[src/rtl/fetch_stage_pkg.sv]
// Shared definitions for the fetch stage and its consumers (decode/control):
// instruction width, NOP encoding, field positions and the F/D bundle type.
package fetch_stage_pkg;

  localparam int INSTR_W = 32;
  localparam logic [INSTR_W-1:0] NOP = 32'h0000_0000;

  // Instruction field positions, shared with control.
  localparam int OPCODE_MSB = 31;
  localparam int OPCODE_LSB = 27;
  localparam int RD_MSB     = 26;
  localparam int RD_LSB     = 22;
  localparam int RS_MSB     = 21;
  localparam int RS_LSB     = 17;
  localparam int RT_MSB     = 16;
  localparam int RT_LSB     = 12;
  localparam int SHAMT_MSB  = 11;
  localparam int SHAMT_LSB  = 7;
  localparam int ALUOP_MSB  = 6;
  localparam int ALUOP_LSB  = 2;
  localparam int IMM_MSB    = 16;
  localparam int IMM_LSB    = 0;
  localparam int TARGET_MSB = 26;
  localparam int TARGET_LSB = 0;

  typedef enum logic {
    EMPTY  = 1'b0,
    STREAM = 1'b1
  } req_state_e;

  typedef struct packed {
    logic [INSTR_W-1:0] instr;
    logic [31:0]        pc;
    logic               valid;
  } fd_bundle_t;

  function automatic logic [31:0] pc_inc(input logic [31:0] pc);
    return pc + 32'd1;
  endfunction

  function automatic logic [4:0] opcode_of(input logic [INSTR_W-1:0] instr);
    return instr[OPCODE_MSB:OPCODE_LSB];
  endfunction

endpackage

[src/rtl/fetch_stage_fd_latch.sv]
// F/D pipeline register: flush (redirect) beats enable; a cleared bundle is a NOP bubble.
module fetch_stage_fd_latch
  import fetch_stage_pkg::*;
(
  input  logic       clock,
  input  logic       reset_n,
  input  logic       en,
  input  logic       flush,
  input  fd_bundle_t d,
  output fd_bundle_t q
);

  fd_bundle_t bundle_d;
  fd_bundle_t bundle_q;

  // Next-value selection for the F/D bundle.
  always_comb begin
    bundle_d = bundle_q;
    if (flush) begin
      bundle_d = '{instr: NOP, pc: 32'h0000_0000, valid: 1'b0};
    end else if (en) begin
      bundle_d = d;
    end else begin
      bundle_d = bundle_q;
    end
  end

  // F/D bundle register.
  always_ff @(posedge clock or negedge reset_n) begin
    if (!reset_n) begin
      bundle_q <= '{instr: NOP, pc: 32'h0000_0000, valid: 1'b0};
    end else begin
      bundle_q <= bundle_d;
    end
  end

  assign q = bundle_q;

endmodule

[src/rtl/fetch_stage.sv]
// Instruction-fetch stage: PC sequencing against a 1-cycle synchronous imem,
// with hazard stalls and execute-resolved redirects feeding the F/D register.
module fetch_stage
  import fetch_stage_pkg::*;
#(
  parameter logic [31:0] RESET_PC = 32'h0000_0000,
  parameter int          IMEM_AW  = 12
) (
  input  logic               clock,
  input  logic               reset_n,
  input  logic               stall,
  input  logic               redirect_valid,
  input  logic [31:0]        redirect_pc,
  output logic [IMEM_AW-1:0] imem_addr,
  input  logic [31:0]        imem_rdata,
  output logic [31:0]        fd_instr,
  output logic [31:0]        fd_pc,
  output logic [31:0]        fd_pc_plus1,
  output logic               fd_valid
);

  logic [31:0] pc_q, pc_d;
  logic [31:0] req_pc_q, req_pc_d;
  req_state_e  req_state_q, req_state_d;
  logic        req_valid_s;
  logic [31:0] sel_pc_s;
  fd_bundle_t  fd_in_s;
  fd_bundle_t  fd_out_s;

  // Address select: while stalled the memory re-reads the in-flight PC so rdata stays coherent.
  always_comb begin
    sel_pc_s = pc_q;
    if (redirect_valid) begin
      sel_pc_s = redirect_pc;
    end else if (stall) begin
      sel_pc_s = req_pc_q;
    end else begin
      sel_pc_s = pc_q;
    end
  end

  assign imem_addr = sel_pc_s[IMEM_AW-1:0];

  // Request-state next-state logic: any non-stalled edge leaves a read in flight.
  always_comb begin
    req_state_d = req_state_q;
    case (req_state_q)
      EMPTY:   req_state_d = (redirect_valid || !stall) ? STREAM : EMPTY;
      STREAM:  req_state_d = STREAM;
      default: req_state_d = EMPTY;
    endcase
  end

  assign req_valid_s = (req_state_q == STREAM);

  // PC and in-flight request next values.
  always_comb begin
    pc_d     = pc_q;
    req_pc_d = req_pc_q;
    if (redirect_valid) begin
      req_pc_d = redirect_pc;
      pc_d     = pc_inc(redirect_pc);
    end else if (stall) begin
      req_pc_d = req_pc_q;
      pc_d     = pc_q;
    end else begin
      req_pc_d = pc_q;
      pc_d     = pc_inc(pc_q);
    end
  end

  // PC and request state registers.
  always_ff @(posedge clock or negedge reset_n) begin
    if (!reset_n) begin
      pc_q        <= RESET_PC;
      req_pc_q    <= 32'h0000_0000;
      req_state_q <= EMPTY;
    end else begin
      pc_q        <= pc_d;
      req_pc_q    <= req_pc_d;
      req_state_q <= req_state_d;
    end
  end

  assign fd_in_s.instr = req_valid_s ? imem_rdata : NOP;
  assign fd_in_s.pc    = req_pc_q;
  assign fd_in_s.valid = req_valid_s;

  fetch_stage_fd_latch u_fd_latch (
    .clock   (clock),
    .reset_n (reset_n),
    .en      (!stall),
    .flush   (redirect_valid),
    .d       (fd_in_s),
    .q       (fd_out_s)
  );

  assign fd_instr    = fd_out_s.instr;
  assign fd_pc       = fd_out_s.pc;
  assign fd_valid    = fd_out_s.valid;
  assign fd_pc_plus1 = pc_inc(fd_out_s.pc);

endmodule
[config.mk]
export PLATFORM = sky130hd
export DESIGN_NAME = fetch_stage
export DESIGN_NICKNAME = d
export VERILOG_FILES = /design/src/rtl/fetch_stage_pkg.sv /design/src/rtl/fetch_stage_fd_latch.sv /design/src/rtl/fetch_stage.sv
export SDC_FILE = /design/constraint.sdc
export NUM_CORES = 1
export LEC_CHECK = 0
export BUFFER_PORTS_ARGS = -buffer_cell sky130_fd_sc_hd__clkbuf_2
export CAP_MARGIN = 20
export CORE_ASPECT_RATIO = 0.8
export CORE_MARGIN = 3
export CORE_UTILIZATION = 38
export DETAILED_ROUTE_END_ITERATION = 8
export SYNTH_ARGS = -nofsm -noshare
export SYNTH_HDL_FRONTEND = slang
export SYNTH_SLANG_ARGS = --single-unit
[constraint.sdc]
create_clock -name clock -period 5.5 [get_ports clock]
set_clock_uncertainty 0.15 [all_clocks]
set_input_delay 1.65 -clock clock [delete_from_list [all_inputs] [get_ports clock]]
set_output_delay 1.65 -clock clock [all_outputs]
set_load 0.01 [all_outputs]
==> results of run 1 <==
Yosys cell counts, types with 4 or more instances:
| library cell | number |
|---|---|
| buf_4 | 13 |
| nand2b_1 | 4 |
| nand4b_1 | 7 |
| and2_1 | 4 |
| a21oi_1 | 9 |
| o21ai_0 | 44 |
| xor2_1 | 14 |
| buf_2 | 8 |
| o21ai_1 | 5 |
| nand3b_1 | 11 |
| a22o_1 | 33 |
| xnor2_1 | 65 |
| nand4_1 | 20 |
| nor3_1 | 21 |
| nor2_1 | 58 |
| mux2i_1 | 83 |
| nand3_1 | 31 |
| dfrtp_1 | 130 |
| clkbuf_1 | 27 |
| nor2b_1 | 4 |
| nand2_1 | 83 |
| inv_1 | 13 |
registers in the layout, indices dropped and copies added (netlist names):
signal	count
u_fd_latch.q	65
req_pc_q	32
pc_q	32
req_state_q	1
power by group:
part	switching (mW)	leakage (nW)	total, mW	internal, mW
combinational	0.221	2.22	0.394	0.172
sequential	0.0968	1.64	1.14	1.04
clock	0.454	0.308	1.23	0.777
total	0.772	4.16	2.76	1.99
how the worst max path moves through the flow:
stage / start / end / cells after the start
after global routing: stall / imem_addr[10] / 4
after floorplan: redirect_valid / imem_addr[10] / 10
after global placement: stall / imem_addr[8] / 4
after detailed placement: redirect_valid / imem_addr[2] / 3
after CTS: redirect_valid / imem_addr[2] / 3
final: redirect_valid / imem_addr[8] / 4
cell families after synthesis:
group / Yosys count
AOI/OAI and AO/OA: 113
xor gates and xnor gates: 79
buffers and inverters: 66
DFF: 130
and+or+nand+nor: 259
muxes: 85
adders and majority gates: 2
per-layer routing:
metal | vias to the layer above | GRT usage, % | wire length [µm]
met2 | 181 | 26.1 | 7980
met5 | - | 0 | 0
met1 | 2738 | 28.7 | 9690
met4 | 0 | 5.51 | 235
met3 | 22 | 4.51 | 1220
li1 | 2903 | - | -
layout by cell type, fill, tap and decap left out, types with 2 or more instances in the layout:
cell type / count
nor2_1: 58
clkinvlp_4: 2
clkbuf_16: 17
buf_4: 8
a222oi_1: 2
o21a_1: 2
a211oi_1: 3
inv_1: 13
a21o_1: 2
nand2b_1: 4
a22oi_1: 3
dfrtp_1: 130
nand2_1: 83
and2_1: 4
clkbuf_2: 173
mux2_2: 2
o21ai_1: 5
nor3_1: 21
a2111oi_1: 2
mux2i_1: 83
nor2b_1: 3
nor4_1: 2
and4_1: 3
ha_1: 2
nand3b_1: 11
nand4b_1: 7
o21ai_0: 44
clkinv_4: 3
inv_6: 4
a21oi_1: 9
bufinv_16: 4
a22o_1: 33
nand4_1: 20
xnor2_1: 65
buf_12: 2
nand3_1: 31
xor2_1: 14
and3_1: 2
worst max-delay path, delay by kind of cell:
family                 cells  cell delay (ns)
buffers and inverters      2             0.82
AO/OA/AOI/OAI              1             0.18
AND/OR/NAND/NOR            1             0.14
final cells by class:
type	count	share of cell area, %
Sequential cell	130	36.6
Clock buffer	18	4.94
Inverter	13	0.549
Multi-Input combinational cell	538	41.2
Clock inverter	14	2.27
Timing Repair Buffer	183	10.9
Tap cell	253	3.56
==> flow_summary.yaml, run 1 <==
critical_path:
  path_cells: "buf_4 -> nand2_1 -> o21ai_0 -> clkbuf_2"
  r2r_end: "pc_q[24]"
  timing.rr.start: "pc_q[0]"
  ff2ff_setup_slack_ns: 2.89
  arrival_ns: 2.84
  start_kind: "input pin"
  slowest_stage: "buf_4"
  critPathMaxStageDelay_ns: 0.62
  worstSetupPathType: "in2out"
  reg2reg_depth: 9
  crit_required_ns: 3.70
  cp_max_fo: 86
  cp-end-kind: "output port"
cts:
  htreeDepth: 4
  cts-root-buf: "clkbuf_16"
  clk_path_buf_depth: 2
  ctsResizeCount: 0
  cts_setup_buffers: 0
  cts_buffers: 17
  cts_tree: "built"
  clk_pin_slew_worst_paths_ns: 0.06
  clock_latency_ns: 0.43
  cts_sinks: 130
  postCtsHoldBufs: 0
timing:
  period_share_pct: 84.4
  hold_slack_ns: 0.311
  slew_violations: 0
  fmax_mhz: 215
  finalSetupViolations: 0
  layout_setup_ws_ns: 0.855
  grt_setup_unrepaired: "false"
  finalHoldViolations: 0
  tightest_slew_ns: 1.06
  fin_tns_setup_ns: 0
  fin_crit_ns: 4.64
  slew_headroom_pct: 29.1
placement:
  place.gp.congestion: 0.865
  hpwl_mm: 13.7
  dp_worst_setup_slack_ns: 0.851
  io_buffers: 176
  dp_cells: 1117
  place_area_mm2: 0.00824
route:
  drt_iter0_drc: 559
  dr.pass1.iters: 5
  routed_wl_mm: 19.1
  antenna_left: 0
  routed_via_density: 5.09
  drcViolationCount: 0
  wl_per_cell_um: 16.6
  vias: 5844
layout:
  fin_util_pct: 48.3
  fin_nets: 953
  syn2layout_area_growth_pct: 22.9
  design_area_mm2: 0.00888
  ff_latch_area_mm2: 0.00325
  drive_gt1_share_pct: 25.4
  final_cells: 1149
  fill_cells: 1771
  multiInputGateArea_mm2: 0.00366
  antennaDiodeCount: 0
floorplanning:
  die_h_um: 129
  core_mm2: 0.0184
  pin_count: 177
  row_count: 44
  dieArea_mm2: 0.0207
  start_util_pct: 39.3
  die_x_um: 160
global_routing:
  grt_max_degree: 106
  antenna_found_initial: 0
  grt_pass1_wl_mm: 30.9
  grt_pass1_vias: 5512
  grt_remaining_overflow: 0
  grt_usage_pct: 18.7
worst_hold_path:
  hold_end: "req_state_q"
  min_path_type: "reg2reg"
  min_from: "req_state_q"
  holdPathStages: 1
synthesis:
  synth_fa_ha_area_share_pct: 0.346
  syn_avg_cell_area_um2: 9.85
  syn_inst: 734
  synthArstFlopShare_pct: 100
  syn_area_mm2: 0.00723
  synth_cell_types: 52
  synthSimpleGateAreaFrac_pct: 18.0
  syn_nets: 804
  yosysWarnings: 0
  synth_compound_area_share_pct: 10.9
  synth_top_cell_by_area: "dfrtp_1"
  synth.area.top_cells: "dfrtp_1, mux2i_1, xnor2_1"
  synth_edf_count: 0
  synth_top_area_share_pct: 45.0
  ys_seq_elements: 130
  synth_seq_area_share_pct: 45.0
  ys.flop_type: "dfrtp_1"
  synth_top_family_by_area: "simple AND/OR/NAND/NOR gates"
  synth_xor_area_share_pct: 9.57
  muxShareOfSynthArea_pct: 11.8
run:
  drv_cap: 0
status:
  status: "finished, final reports clean"
power:
  p_leak_nw: 4.16
  power_density_mw_per_mm2: 311
  ir_worst_vdd_uv: 194
  power_mw: 2.76
Power figures use the tool's default switching activity.
==> run 2: changes to the inputs <==
clock period = 4.7 ns   (was 5.5 ns; I/O delays follow)
==> flow_summary.yaml, run 2 (synthesized netlist as in run 1, its figures left out) <==
critical_path:
  r2r_end: "pc_q[20]"
  reg2reg_depth: 10
  critPathMaxStageDelay_ns: 0.44
  cp_max_fo: 57
  ff2ff_setup_slack_ns: 2.24
  timing.rr.start: "pc_q[0]"
  arrival_ns: 2.54
  path_cells: "buf_4 -> buf_12 -> nand2_1 -> o21ai_0 -> clkbuf_2"
  worstSetupPathType: "in2out"
  slowest_stage: "buf_4"
  crit_required_ns: 3.14
  start_kind: "input pin"
  cp-end-kind: "output port"
layout:
  syn2layout_area_growth_pct: 22.6
  drive_gt1_share_pct: 26.1
  final_common_cell: "clkbuf_2"
  fin_nets: 961
  largest_reg_flops: 65
  antennaDiodeCount: 0
  mostFrequentLayoutCells: "clkbuf_2, dfrtp_1, nand2_1, mux2i_1, xnor2_1"
route:
  drcViolationCount: 0
  dr.pass1.iters: 5
  antenna_left: 0
  drt_iter0_drc: 427
  vias: 5877
  routed_wl_mm: 19.1
  wl_per_cell_um: 16.5
  routed_via_density: 5.08
cts:
  cts-root-buf: "clkbuf_16"
  ctsResizeCount: 0
  htreeDepth: 4
  cts_tree: "built"
  clk_pin_slew_worst_paths_ns: 0.06
  postCtsHoldBufs: 0
  cts_buffers: 17
  cts_sinks: 130
  cts_setup_buffers: 0
  clock_latency_ns: 0.42
  clk_path_buf_depth: 2
timing:
  finalHoldViolations: 0
  slew_violations: 0
  period_share_pct: 87.3
  tightest_slew_ns: 0.695
  hold_slack_ns: 0.309
  fin_tns_setup_ns: 0
  fin_crit_ns: 4.10
  finalSetupViolations: 0
  slew_headroom_pct: 53.6
  grt_setup_unrepaired: "false"
  fmax_mhz: 244
worst_hold_path:
  holdPathStages: 1
  min_path_type: "reg2reg"
  hold_end: "req_state_q"
  min_from: "req_state_q"
global_routing:
  grt_pass1_wl_mm: 30.9
  antenna_found_initial: 2
  grt_remaining_overflow: 0
  grt_pass1_vias: 5642
  grt_max_degree: 58
  grt_usage_pct: 18.7
floorplanning:
  dieArea_mm2: 0.0207
  core_mm2: 0.0184
  row_count: 44
  die_h_um: 129
  start_util_pct: 39.3
  die_x_um: 160
  pin_count: 177
power:
  p_leak_nw: 4.16
  ir_worst_vdd_uv: 256
  power_density_mw_per_mm2: 345
run:
  drv_cap: 0
placement:
  place.gp.congestion: 0.811
  io_buffers: 176
  hpwl_mm: 14.3
status:
  status: "finished, final reports clean"
-- run 2: how the worst max path moves through the flow --
stage / start / to / slack, ns / cells after the start
floorplan: redirect_valid / imem_addr[10] / 0.07 / 10
finish: redirect_valid / imem_addr[11] / 0.60 / 5
global placement: redirect_valid / imem_addr[8] / 0.63 / 5
detailed placement: redirect_valid / imem_addr[8] / 0.60 / 5
global route: u_fd_latch.q[1] / fd_pc_plus1[30] / 0.38 / 8
CTS: u_fd_latch.q[1] / fd_pc_plus1[30] / 0.58 / 8
-- run 2: report_power, final --
group          switching, mW  internal [mW]  total (mW)
registers              0.114           1.22        1.33
logic                  0.258          0.204       0.462
clock network          0.520          0.747        1.27
-- run 2: metrics by stage --
stage | util, % | setup slack (ns) | instance area [µm²] | power [mW] | cells
after global placement | 45.1 | 0.628 | 8290 | 1.81 | 1125
after global routing | 48.2 | 0.380 | 8860 | 3.21 | 1157
after detailed placement | 45.1 | 0.596 | 8290 | 1.82 | 1125
final | 48.2 | 0.598 | 8860 | 3.06 | 1157
after CTS | 48.2 | 0.582 | 8860 | 3.10 | 1157
after floorplan | - | 0.0694 | 7230 | 1.61 | 734
-- run 2: final cells by class --
type / instances / area, µm²
multi-input combinational: 538 / 3660
inverter: 13 / 48.8
fill: 1804 / 9530
sequential: 130 / 3250
clock inverter: 14 / 129
clock buffer: 18 / 439
tap: 253 / 317
timing repair buffer: 191 / 1010
-- run 2: critical path, delay by kind of cell --
kind                   cells  cell delay [ns]
buffers and inverters      3             0.89
AOI/OAI and AO/OA          1             0.11
and+or+nand+nor            1             0.08
-- run 2: routing by layer --
layer	global-route usage [%]	routed length, µm	share of wire, %
met2	26.6	8070	42
met3	5.56	1240	6.5
met1	27.6	9450	50
met5	0	27	0.14
met4	5.26	267	1.4
==> run 3: changes to the inputs <==
CORE_MARGIN = default   (was 3)
CORE_UTILIZATION = 33   (was 38)
MAX_ROUTING_LAYER = met4   (was default)
==> flow_summary.yaml, run 3 (synthesized netlist as in run 1, its figures left out) <==
placement:
  dp_cells: 1144
  place.gp.congestion: 0.830
  io_buffers: 176
  hpwl_mm: 14.3
power:
  p_leak_nw: 4.18
  power_density_mw_per_mm2: 358
  combPwrFrac_pct: 14.5
  ir_worst_vdd_uv: 239
  p_int_mw: 2.32
  power.share.sequential_pct: 41.6
  netSwitchingFraction_pct: 27.5
  switching_power_mw: 0.880
  pwr-share-clk_pct: 43.9
route:
  wl_per_cell_um: 16.6
  dr.pass1.iters: 5
  routed_via_density: 5.04
  drt_iter0_drc: 422
  antenna_left: 0
  vias: 5924
  routed_wl_mm: 19.5
  drcViolationCount: 0
global_routing:
  grt_usage_pct: 18.4
  antenna_found_initial: 0
  grt_max_degree: 88
  grt_pass1_wl_mm: 31.1
  grt_remaining_overflow: 0
  grt_pass1_vias: 5633
timing:
  fmax_mhz: 240
  slew_headroom_pct: 42.5
  finalSetupViolations: 0
  period_share_pct: 88.5
  grt_setup_unrepaired: "false"
  fin_crit_ns: 4.16
  tightest_slew_ns: 0.862
  finalHoldViolations: 0
  hold_slack_ns: 0.314
  slew_violations: 0
  fin_tns_setup_ns: 0
floorplanning:
  core_mm2: 0.0215
  start_util_pct: 33.6
  dieArea_mm2: 0.0225
  pin_count: 177
  row_count: 48
  die_h_um: 134
  die_x_um: 167
layout:
  drive_gt1_share_pct: 25.7
  largest_reg_flops: 65
  fin_util_pct: 41.6
  final_cells: 1175
  fin_nets: 958
  mostFrequentLayoutCells: "clkbuf_2, dfrtp_1, nand2_1, mux2i_1, xnor2_1"
  antennaDiodeCount: 0
  syn2layout_area_growth_pct: 23.6
  final_common_cell: "clkbuf_2"
critical_path:
  path_cells: "buf_4 -> mux2i_1 -> o21ai_0 -> clkbuf_2"
  crit_required_ns: 3.14
  cp-end-kind: "output port"
  arrival_ns: 2.60
  critPathMaxStageDelay_ns: 0.42
  cp_max_fo: 31
  worstSetupPathType: "in2out"
  start_kind: "input pin"
  slowest_stage: "o21ai_0"
status:
  status: "finished, final reports clean"
run:
  drv_cap: 0
cts:
  cts_tree: "built"
  cts_sinks: 130
  clock_latency_ns: 0.41
  cts_buffers: 17
  postCtsHoldBufs: 0
  ctsResizeCount: 0
  htreeDepth: 4
  clk_pin_slew_worst_paths_ns: 0.06
  cts_setup_buffers: 0
  cts-root-buf: "clkbuf_16"
  clk_path_buf_depth: 2
worst_hold_path:
  min_path_type: "reg2reg"
-- run 3: power by group through the flow --
stage	sequential, mW	combinational, mW	clock [mW]
after floorplan	1.33	0.288	0
after global placement	1.35	0.466	0
after detailed placement	1.35	0.471	0
after CTS	1.33	0.472	1.44
after global routing	1.35	0.518	1.49
final	1.33	0.465	1.41
-- run 3: layout make-up --
| class | instances | area, µm² |
|---|---|---|
| Sequential cell | 130 | 3250 |
| Inverter | 13 | 48.8 |
| Clock buffer | 19 | 443 |
| Fill cell | 2118 | 12600 |
| Tap cell | 275 | 344 |
| Multi-Input combinational cell | 538 | 3660 |
| Clock inverter | 12 | 184 |
| Timing Repair Buffer | 188 | 998 |
-- run 3: worst paths after layout --
kind / slack, ns / startpoint / to / cells past startpoint
worst min-delay path: 0.31 / req_state_q / req_state_q / 1
worst max-delay path: 0.54 / stall / imem_addr[0] / 4
worst max register to register: 2.10 / pc_q[0] / pc_q[28] / 9
min in group asynchronous: 0.92 / reset_n / pc_q[25] / 1
max in group asynchronous: 2.74 / reset_n / req_pc_q[8] / 2
worst min register to register: 0.31 / req_state_q / req_state_q / 1
-- run 3: worst max-delay path: cells and delay by family --
kind	cells	cell delay [ns]
AOI/OAI and AO/OA	1	0.42
muxes	1	0.14
buffers and inverters	2	0.61
-- run 3: metal layers --
layer,part of all wire [%],track usage (%),vias up
li1,-,-,2898
met1,53,27.3,2837
met2,41,24.8,169
met3,4.5,3.51,20
met4,1.4,5.81,0
met5,0,-,-
-- run 3: metrics by stage --
| step | power, mW | area (µm²) | worst slack [ns] |
|---|---|---|---|
| final | 3.20 | 8940 | 0.538 |
| after detailed placement | 1.82 | 8310 | 0.542 |
| after global placement | 1.81 | 8310 | 0.582 |
| after CTS | 3.24 | 8940 | 0.545 |
| after global routing | 3.35 | 8940 | 0.410 |
| after floorplan | 1.61 | 7230 | 0.0694 |
